<file path="src/rtl/recon_ctrl.sv">
// ---------------------------------------------------------------------------
// recon_ctrl
//
// Sequences the swap of one reconfigurable region. A software swap request
// quiesces the running module (rc_reqn/rc_ackn handshake), clamps the region
// with the static isolation logic, asks the configuration engine to load the
// new module, holds the new module in reset for a fixed number of cycles and
// finally releases the region.
//
// Ports:
//   clk, rstn         system clock, asynchronous active-low reset
//   sw_req, sw_id     swap request and target module id (software side)
//   sw_busy           high whenever the controller is not idle
//   sw_done, sw_err   one-cycle completion / failure pulses
//   cur_id            id of the module currently loaded (8'hFF = unknown)
//   rc_reqn, rc_ackn  active-low quiesce request / acknowledge with region
//   isolate           high while region ports are clamped
//   rm_rstn           active-low reset to the reconfigurable module
//   cfg_req, cfg_id   level request and id to the configuration engine
//   cfg_done, cfg_err one-cycle result pulses from the configuration engine
// ---------------------------------------------------------------------------
module recon_ctrl #(
    parameter int C_ACK_TIMEOUT = 256,
    parameter int C_RST_CYCLES  = 4
) (
    input  logic       clk,
    input  logic       rstn,
    input  logic       sw_req,
    input  logic [7:0] sw_id,
    output logic       sw_busy,
    output logic       sw_done,
    output logic       sw_err,
    output logic [7:0] cur_id,
    output logic       rc_reqn,
    input  logic       rc_ackn,
    output logic       isolate,
    output logic       rm_rstn,
    output logic       cfg_req,
    output logic [7:0] cfg_id,
    input  logic       cfg_done,
    input  logic       cfg_err
);

    localparam logic [2:0] S_IDLE = 3'd0;
    localparam logic [2:0] S_REQ  = 3'd1;
    localparam logic [2:0] S_ISO  = 3'd2;
    localparam logic [2:0] S_CFG  = 3'd3;
    localparam logic [2:0] S_RST  = 3'd4;
    localparam logic [2:0] S_REL  = 3'd5;
    localparam logic [2:0] S_FAIL = 3'd6;

    localparam logic [15:0] ACK_LAST = 16'(C_ACK_TIMEOUT - 1);
    localparam logic [7:0]  RST_LOAD = 8'(C_RST_CYCLES);

    logic [2:0]  state;
    logic [7:0]  tgt_id;
    logic [15:0] ack_cnt;
    logic [7:0]  rst_cnt;

    // Main sequencer. sw_done/sw_err are registered pulses so they appear in
    // the first cycle of the state that follows the decision. A failed load
    // leaves the region content unknown, hence cur_id is forced to 8'hFF.
    always_ff @(posedge clk or negedge rstn) begin
        if (!rstn) begin
            state   <= S_IDLE;
            tgt_id  <= 8'h00;
            cur_id  <= 8'h00;
            ack_cnt <= 16'h0000;
            rst_cnt <= 8'h00;
            sw_done <= 1'b0;
            sw_err  <= 1'b0;
        end else begin
            sw_done <= 1'b0;
            sw_err  <= 1'b0;
            case (state)
                S_IDLE: begin
                    if (sw_req) begin
                        tgt_id <= sw_id;
                        if (sw_id == cur_id) begin
                            sw_done <= 1'b1;
                        end else begin
                            state   <= S_REQ;
                            ack_cnt <= 16'h0000;
                        end
                    end
                end
                S_REQ: begin
                    // An ack arriving in the timeout cycle still wins.
                    if (!rc_ackn) begin
                        state <= S_ISO;
                    end else if (ack_cnt == ACK_LAST) begin
                        state  <= S_IDLE;
                        sw_err <= 1'b1;
                    end else begin
                        ack_cnt <= ack_cnt + 16'd1;
                    end
                end
                S_ISO: begin
                    state <= S_CFG;
                end
                S_CFG: begin
                    if (cfg_err) begin
                        state  <= S_FAIL;
                        sw_err <= 1'b1;
                        cur_id <= 8'hFF;
                    end else if (cfg_done) begin
                        state   <= S_RST;
                        cur_id  <= tgt_id;
                        rst_cnt <= RST_LOAD;
                    end
                end
                S_RST: begin
                    if (rst_cnt == 8'd1) begin
                        state <= S_REL;
                    end else begin
                        rst_cnt <= rst_cnt - 8'd1;
                    end
                end
                S_REL: begin
                    if (rc_ackn) begin
                        state   <= S_IDLE;
                        sw_done <= 1'b1;
                    end
                end
                S_FAIL: begin
                    // Region is already quiesced and isolated, so a retry goes
                    // straight to isolation without another handshake.
                    if (sw_req) begin
                        tgt_id <= sw_id;
                        state  <= S_ISO;
                    end
                end
                default: begin
                    state <= S_IDLE;
                end
            endcase
        end
    end

    // Region-side outputs are pure decodes of the registered state.
    always_comb begin
        sw_busy = (state != S_IDLE);
        rc_reqn = !((state == S_REQ) || (state == S_ISO) || (state == S_CFG) ||
                    (state == S_RST) || (state == S_FAIL));
        isolate = (state == S_ISO) || (state == S_CFG) || (state == S_RST) ||
                  (state == S_FAIL);
        rm_rstn = !((state == S_RST) || (state == S_FAIL));
        cfg_req = (state == S_CFG);
        cfg_id  = cfg_req ? tgt_id : 8'h00;
    end

endmodule

</file>
<file path="config.mk">
export PLATFORM = sky130hd
export DESIGN_NAME = recon_ctrl
export DESIGN_NICKNAME = d
export VERILOG_FILES = /design/src/rtl/recon_ctrl.sv
export SDC_FILE = /design/constraint.sdc
export NUM_CORES = 1
export LEC_CHECK = 0
export ABC_AREA = 1
export BUFFER_PORTS_ARGS = -buffer_cell sky130_fd_sc_hd__buf_2
export CORE_UTILIZATION = 52
export CTS_CLUSTER_DIAMETER = 100
export DETAILED_ROUTE_END_ITERATION = 10
export PLACE_DENSITY = 0.87
export SETUP_SLACK_MARGIN = 0.2
export SYNTH_ARGS = -nofsm -noshare
export SYNTH_HDL_FRONTEND = slang
export SYNTH_SLANG_ARGS = --single-unit
export TNS_END_PERCENT = 100
</file>
<file path="constraint.sdc">
create_clock -name clk -period 1.65 [get_ports clk]
set_clock_uncertainty 0.2 [all_clocks]
set_input_delay 0.0825 -clock clk [delete_from_list [all_inputs] [get_ports clk]]
set_output_delay 0.0825 -clock clk [all_outputs]
set_load 0.05 [all_outputs]
</file>
# After elaboration in Yosys (flattened, before gate mapping)
# Cells that the tools add are included.
[classes]
add_sub_neg = 2
eq_ne = 21
n_mux = 30
reduce_logical = 21
[op_table]
columns = ["cell", "count"]
rows = [
  ["two-way mux 16 bit", 4],
  ["two-way mux 8 bit", 6],
  ["case mux 16 bit (2 select lines)", 1],
  ["two-way mux 3 bit", 9],
  ["case mux 3 bit (7 select lines)", 1],
  ["!= test 2 bit (second input constant)", 9],
  ["adder 16 x 1 -> 16 bit (second input constant)", 1],
  ["== test 16 x 8 -> 1 bit (second input constant)", 1],
  ["case mux 8 bit (2 select lines)", 1],
  ["== test 3 bit (second input constant)", 3],
  ["== test 8 x 1 -> 1 bit (second input constant)", 1],
  ["== test 8 bit", 1],
  ["logical OR 1 bit", 8],
  ["subtractor 8 x 1 -> 8 bit (second input constant)", 1],
  ["AND reduction 7 bit", 1],
  ["== test 3 x 2 -> 1 bit (second input constant)", 2],
  ["two-way mux 1 bit", 6],
  ["nonzero test 2 bit", 3],
  ["AND reduction 5 bit", 1],
  ["case mux 1 bit (2 select lines)", 2],
  ["AND reduction 2 bit", 2],
  ["AND reduction 4 bit", 1],
  ["== test 3 x 1 -> 1 bit (second input constant)", 1],
  ["logical NOT 3 bit", 1],
  ["6 further kinds", 7],
]
[word_totals]
reg_bits = 45
in_bits = 14
output_inout_bits = 23
word_cells = 81

# Depth between registers and ports, before layout
# Gate-level depths: netlist (run 1).
[depth]
word_depth = 6
ltp_mapped = 11
ltp_nobuf = 11

# Worst setup path before layout (run 1)
# No wires, ideal clock.
[synth_timing]
path_type = "reg-to-reg"
start = "register state[2]"
end = "register cur_id[7]"
setup_time_ns = 0.069
arrival_time_ns = 1.743
t_required_ns = 1.381
slack_ns = -0.362
stages_incl_launch_ff = 6
n_path_buf = 1
synth_period_minus_slack_ns = 2.012
cell_sequence = "dfrtp_1 > inv_2 > nand3_2 > buf_6 > nor2_1 > a221o_1"
[synth_via]
elab_chain_cells = 2
[synth_lines]
columns = ["element", "line", "text"]
rows = [
  ["start: declaration", "55", "logic [2:0] state;"],
  ["start signal: assignment", "65", "state <= S_IDLE;"],
  ["start signal: assignment", "82", "state <= S_REQ;"],
  ["start signal: assignment", "90", "state <= S_ISO;"],
  ["== test 3 x 2 -> 1 bit", "75", "case (state)"],
  ["AND reduction 2 bit (no source line)", "n/a", ""],
  ["end signal: assignment", "108", "cur_id <= tgt_id;"],
  ["end: declaration", "33", "output logic [7:0] cur_id,"],
]
# Every way passes these cells.
# A chain may end at the register's enable or synchronous reset.

# Worst setup path after layout (run 1)
[layout_timing]
start = "register cur_id[4]"
end = "register state[2]"
[layout_via]
elab_chain_cells = 3
[layout_lines]
columns = ["element", "line", "text"]
rows = [
  ["== test 8 bit", "79", "if (sw_id == cur_id) begin"],
  ["!= test 2 bit (no source line)", "n/a", ""],
  ["AND reduction 7 bit (no source line)", "n/a", ""],
  ["end signal: assignment", "82", ""],
  ["end signal: assignment", "90", ""],
  ["end signal: assignment", "92", "state <= S_IDLE;"],
]
# Every way passes these cells.

==> impl_metrics.yaml, run 1 <==
setup_path:
  crit_fanout: 4
  reg2reg_to: "state[2]"
  start_kind: "flop"
  critPathMaxStageDelay_ns: 0.42
  r2r_cells: 12
  required_ns: 1.68
  criticalPathCategory: "flop to flop"
  crit_top_cell: "nand2_1"
  path_cells: "inv_1, nand2_1, nand2_1, nor2_1, inv_1, nor2_2, nand2_4, buf_6, nand3_2, nand2_1, nand2_1, inv_1"
  crit_path_top_delay_cell: "dfrtp_2"
  ff2ff_setup_slack_ns: -0.26
  cp-end-kind: "flop"
  arrival_ns: 1.93
  crit-reg2reg-launch: "cur_id[4]"
power:
  power.density_nw_per_um2: 1770
  total_leakage_power_nw: 1.95
  peakVddDrop_mv: 1.51
yosys:
  synth_top_family_by_area: "simple AND/OR/NAND/NOR gates"
  ys_seq_area_share_pct: 40.6
  synth_seq_cells: 45
  synth-edff-count: 0
  synth-simple-area-share_pct: 30.5
  netlist_area_sq_um: 2770
  synthTopCellsByCount: "nand2_1, dfrtp_1, nor2_1"
  synth-async-reset-ratio_pct: 100
  yosysTopAreaCellShare_pct: 40.6
  synth_fa_ha_area_share_pct: 1.35
  syn_inst: 359
  synth-xor-area-share_pct: 5.69
  syn_nets: 376
  synthMuxAreaShare_pct: 0
  yosysMostFrequentCell: "nand2_1"
  ys.flop_type: "dfrtp_1"
  synth-compound-area-share_pct: 13.0
  yosysUniqueCellTypes: 32
  yosysWarnings: 0
  yosys-top-cells-area: "dfrtp_1, nand2_1, nor2_1"
  syn_avg_cell_area_sq_um: 7.72
  yosysTopAreaCell: "dfrtp_1"
drt:
  drtIter0Drc: 180
  first_pass_iters: 4
  vias_per_cell: 5.66
  num_vias: 3042
  avgRoutedWirePerCell_um: 18.4
  routed_wl_mm: 9.90
  drc: 0
  ant_nets: 0
layout:
  instances_no_fill: 537
  drive_gt1_share_pct: 44.5
  areaGrowthSynthToFinish_pct: 51.6
  num-fill-cells: 260
  diodes: 0
  nNetsFinal: 483
  utilization_pct: 82.3
place:
  dpl.hpwl_mm: 4.80
  gp_congestion: 0.890
  placed_cells: 500
  io_buffers: 36
die:
  pin_count: 37
  rows: 26
  start_util_pct: 54.3
  dieArea_sq_um: 5630
  core_area_sq_um: 5110
  die_x_um: 75.0
  die_h_um: 75.0
global_routing:
  grt_pass1_vias: 2947
  grt_pass1_wl_mm: 13.3
  antenna_found_initial: 0
  grt_overflow: 0
  grt.total_usage_pct: 32.2
  grt_max_degree: 29
clocking:
  cts_tree: "built"
  clock_latency_ns: 0.32
  cts_max_level: 2
  cts_root_buffer: "clkbuf_8"
  clkTransAtPathRegs_ns: 0.11
  clockBufferDepth: 2
  cts_sinks: 45
  numCtsBuffers: 5
sta:
  rsz0062_at_grt: "yes"
  period_minus_slack_ns: 1.91
  relSlewSlack_pct: 66.7
  tightest_slew_ns: 0.498
  setup_viol: 41
  max_freq_mhz: 524
  setup-tns-final_ns: -5.04
  finalHoldViolations: 0
  hold_slack_ns: 0.0331
  finalMaxSlewViolations: 0
  period_share_pct: 116
  final.setup.worst_slack_ns: -0.258
outcome:
  status: "complete, but fails checks"
  violations: "setup timing"
flow_run:
  max_cap_violations: 0
worst_hold_path:
  hold_class: "input port to asynchronous set/reset pin"
## report_power, final
part | switching (mW) | internal (mW) | leakage, nW
Clock | 0.433 | 0.302 | 0.0445
Combinational | 3.09 | 1.72 | 1.33
Sequential | 0.396 | 1.48 | 0.574
## worst max-delay path, delay by kind of cell, from the launching register on
family                 cells  cell delay, ns
AND/OR/NAND/NOR            8            0.84
flip-flops                 1            0.42
buffers and inverters      4            0.35
## flip-flops by register name, summed over array words and instances (netlist names)
name and flops:
rst_cnt 8, cur_id 8, state 3, sw_done 1
tgt_id 8, sw_err 1, ack_cnt 16
## layout make-up
class	count	area (sq um)	share of cell area, %
multi-input combinational	264	1780	42.4
sequential	45	1140	27.1
timing repair buffer	105	916	21.8
inverter	45	191	4.55
tap	70	87.6	2.08
clock buffer	5	68.8	1.64
clock inverter	3	21.3	0.506
## worst max-delay path by stage
stage	from	endpoint	slack, ns
after floorplan	state[1]	ack_cnt[8]	-0.06
after global placement	state[2]	ack_cnt[13]	-0.07
after detailed placement	state[2]	ack_cnt[5]	-0.16
after CTS	state[2]	cfg_id[6]	-0.09
after global routing	cur_id[4]	state[2]	-0.39
final	cur_id[4]	state[2]	-0.26
## layer usage
| layer | vias up | GRT usage, % | share of wire (%) |
|---|---|---|---|
| met3 | 56 | 6.56 | 6.2 |
| met4 | 0 | 19.1 | 5.8 |
| met5 | - | 0 | 0 |
| met2 | 179 | 59.9 | 53 |
| li1 | 1359 | - | - |
| met1 | 1448 | 33.3 | 35 |
## placed cells by master, fill, tap and decap left out, drive strengths merged
master,count
a21oi,7
dfrtp,45
nor2,49
o22ai,1
o221ai,1
nand4,4
nand2,107
clkinv,2
xnor2,5
nor3b,1
dlygate4sd3,14
buf,91
nand3,23
o21ai,44
ha,3
inv,43
xor2,13
clkinvlp,3
clkbuf,5
nor3,1
o31ai,4
a221o,1
## stage by stage
step           setup slack, ns  cell area [sq um]  total power, mW
4_1_cts                -0.0936               3990             6.62
3_3_place_gp           -0.0728               3420             5.14
2_1_floorplan          -0.0626               2910             4.41
5_1_grt                 -0.389               4200             7.74
6_report                -0.258               4200             7.43
3_5_place_dp            -0.159               3420             5.25
## logic make-up after synthesis
group | after synthesis
xor+xnor | 18
fa+ha+maj | 3
buf+inv | 53
flops | 45
simple gates | 182
compound gates | 58
## what timing repair did
action | in CTS | in global routing
gates cloned | 3 | 1
gates resized for setup | 75 | 48
hold buffers | 14 | 0
pin swaps | 13 | 16
hold endpoints to repair | 64 | 0
setup endpoints to repair | 58 | 58
buffers inserted | 4 | 7
Note: power is estimated with default switching activity, not from simulation.
==> run 2: changes to the inputs <==
--- a/config.mk
+++ b/config.mk
@@ -7,10 +7,11 @@
 export LEC_CHECK = 0
 export ABC_AREA = 1
 export BUFFER_PORTS_ARGS = -buffer_cell sky130_fd_sc_hd__buf_2
-export CORE_UTILIZATION = 52
+export CORE_UTILIZATION = 50
 export CTS_CLUSTER_DIAMETER = 100
+export CTS_CLUSTER_SIZE = 25
 export DETAILED_ROUTE_END_ITERATION = 10
-export PLACE_DENSITY = 0.87
+export PLACE_DENSITY = 0.84
 export SETUP_SLACK_MARGIN = 0.2
 export SYNTH_ARGS = -nofsm -noshare
 export SYNTH_HDL_FRONTEND = slang
==> run 2 against run 1 <==
- the run still ends with setup timing left
- total power grew 19%
- largest cell class unchanged
- critical path type unchanged
- die area grew 3.9%
- sequential power grew 3%
- highest routed layer unchanged
==> impl_metrics.yaml, run 2 (synthesized netlist as in run 1, its figures left out) <==
setup_path:
  critPathMaxStageDelay_ns: 0.46
  r2r_cells: 10
  crit_path_top_delay_cell: "dfrtp_1"
  arrival_ns: 2.06
  required_ns: 1.68
  crit_fanout: 4
  ff2ff_setup_slack_ns: -0.38
  path_cells: "nor2_4, nand2_8, nor2_4, buf_4, buf_4, nand3_2, nor2_2, nor2_2, nand3_1, nand2_1"
  reg2reg_to: "state[0]"
  crit_family: "simple AND/OR/NAND/NOR gates"
  start_kind: "flop"
  worst-path-buf-inv: 2
  criticalPathCategory: "flop to flop"
  cp-end-kind: "flop"
  crit-reg2reg-launch: "state[1]"
  crit_path_start: "state[1]"
power:
  power.switching_mw: 4.74
  p_int_mw: 4.12
  clkPwrFrac_pct: 9.8
  pwr-share-comb_pct: 68.2
  peakVddDrop_mv: 1.80
  power.density_nw_per_um2: 1930
  switching_share_pct: 53.5
  power_frac_seq_pct: 21.9
  total_leakage_power_nw: 2.10
global_routing:
  grt_pass1_wl_mm: 16.6
  antenna_found_initial: 0
  grt.total_usage_pct: 36.7
  grt_overflow: 0
  grt_max_degree: 27
  grt_pass1_vias: 3436
drt:
  drtIter0Drc: 396
  num_vias: 3540
  avgRoutedWirePerCell_um: 24.8
  routed_wl_mm: 13.8
  ant_nets: 0
  drc: 0
  vias_per_cell: 6.37
  first_pass_iters: 5
sta:
  period_minus_slack_ns: 2.03
  finalMaxSlewViolations: 0
  setup-tns-final_ns: -10.59
  finalHoldViolations: 0
  rsz0062_at_grt: "yes"
  setup_viol: 57
  tightest_slew_ns: 0.529
  hold_slack_ns: 0.0411
  relSlewSlack_pct: 64.7
  final.setup.worst_slack_ns: -0.378
  period_share_pct: 123
  max_freq_mhz: 493
die:
  die_h_um: 76.5
  dieArea_sq_um: 5850
  start_util_pct: 52.9
  rows: 26
  core_area_sq_um: 5240
  die_x_um: 76.5
  pin_count: 37
layout:
  largest_reg_flops: 16
  drive_gt1_share_pct: 51.9
  final_area_sq_um: 4590
  diodes: 0
  final_common_cell: "nand2_1"
  utilization_pct: 87.6
  top_register: "ack_cnt"
  nNetsFinal: 502
  final_cell_mix: "nand2_1, buf_4, inv_1, dfrtp_1, nand2_2"
  areaGrowthSynthToFinish_pct: 65.6
clocking:
  cts_root_buffer: "clkbuf_8"
  cts_tree: "built"
  clkTransAtPathRegs_ns: 0.10
  cts_sinks: 45
  clockBufferDepth: 2
  cts_max_level: 2
  clock_latency_ns: 0.34
  numCtsBuffers: 5
outcome:
  violations: "setup timing"
  status: "complete, but fails checks"
place:
  gp_congestion: 0.936
  dpl.hpwl_mm: 4.96
  io_buffers: 36
  placed_area_sq_um: 3430
  pre_cts_ws_ns: -0.116
worst_hold_path:
  min_to: "state[1]"
  hold_path_depth: 4
  min-delay-start: "rc_ackn"
  hold_class: "input port to flop"
flow_run:
  max_cap_violations: 0
run 2: cell types whose count changed in the layout (fill, tap and decap cells not counted), sizes merged:
| cell | before | now |
|---|---|---|
| clkinv | 2 | 1 |
| buf | 91 | 108 |
| dlygate4sd3 | 14 | 16 |
| clkinvlp | 3 | 2 |
| nand3 | 23 | 24 |
| nand2 | 107 | 106 |
| clkbuf | 5 | 7 |
run 2: stage by stage:
step / std cells / total power [mW]
floorplan: 359 / 4.41
global placement: 502 / 5.17
finish: 556 / 8.87
CTS: 545 / 7.17
detailed placement: 502 / 5.31
global route: 556 / 9.07
run 2: layout make-up:
type | instances | area (sq um)
clock buffer | 7 | 96.3
inverter | 45 | 181
sequential | 45 | 1140
timing repair buffer | 124 | 1130
multi-input combinational | 264 | 1950
tap | 70 | 87.6
fill | 209 | 647
clock inverter | 1 | 8.76
run 2: power by group through the flow:
stage          Combinational [mW]  Clock (mW)  Sequential (mW)
2_1_floorplan                2.28           0             2.14
3_3_place_gp                 3.43           0             1.75
3_5_place_dp                 3.53           0             1.78
4_1_cts                      4.60       0.801             1.77
5_1_grt                      6.23       0.905             1.94
6_report                     6.05       0.873             1.94
run 2: worst max-delay path by stage:
stage | cells past startpoint | slack [ns] | to
after CTS | 5 | -0.1 | cfg_id[5]
after detailed placement | 10 | -0.12 | ack_cnt[13]
final | 10 | -0.38 | state[0]
after floorplan | 11 | -0.06 | ack_cnt[8]
after global routing | 10 | -0.40 | state[0]
after global placement | 10 | -0.07 | ack_cnt[13]
run 2: timing repair:
action,4_1_cts,5_1_grt
gates cloned,4,0
buffers inserted,15,11
pin swaps,16,21
hold buffers,16,0
endpoints found under the hold margin,62,0
endpoints found under the setup margin,58,58
resized for setup,96,79
run 2: metal layers:
layer / part of all wire [%] / track usage [%] / up-vias / wire length [um]
li1: - / - / 1399 / -
met1: 33 / 38.3 / 1641 / 4580
met2: 45 / 67.5 / 344 / 6280
met3: 11 / 7.54 / 156 / 1510
met4: 10 / 21.7 / 0 / 1430
met5: 0 / 0 / - / 0
run 2: worst register-to-register path: stages, from the launching register on:
cell and delay (ns):
dfrtp_1 0.46, nor2_4 0.23, nand2_8 0.09, nor2_4 0.13
buf_4 0.13, buf_4 0.11, nand3_2 0.07, nor2_2 0.25
nor2_2 0.08, nand3_1 0.11, nand2_1 0.08
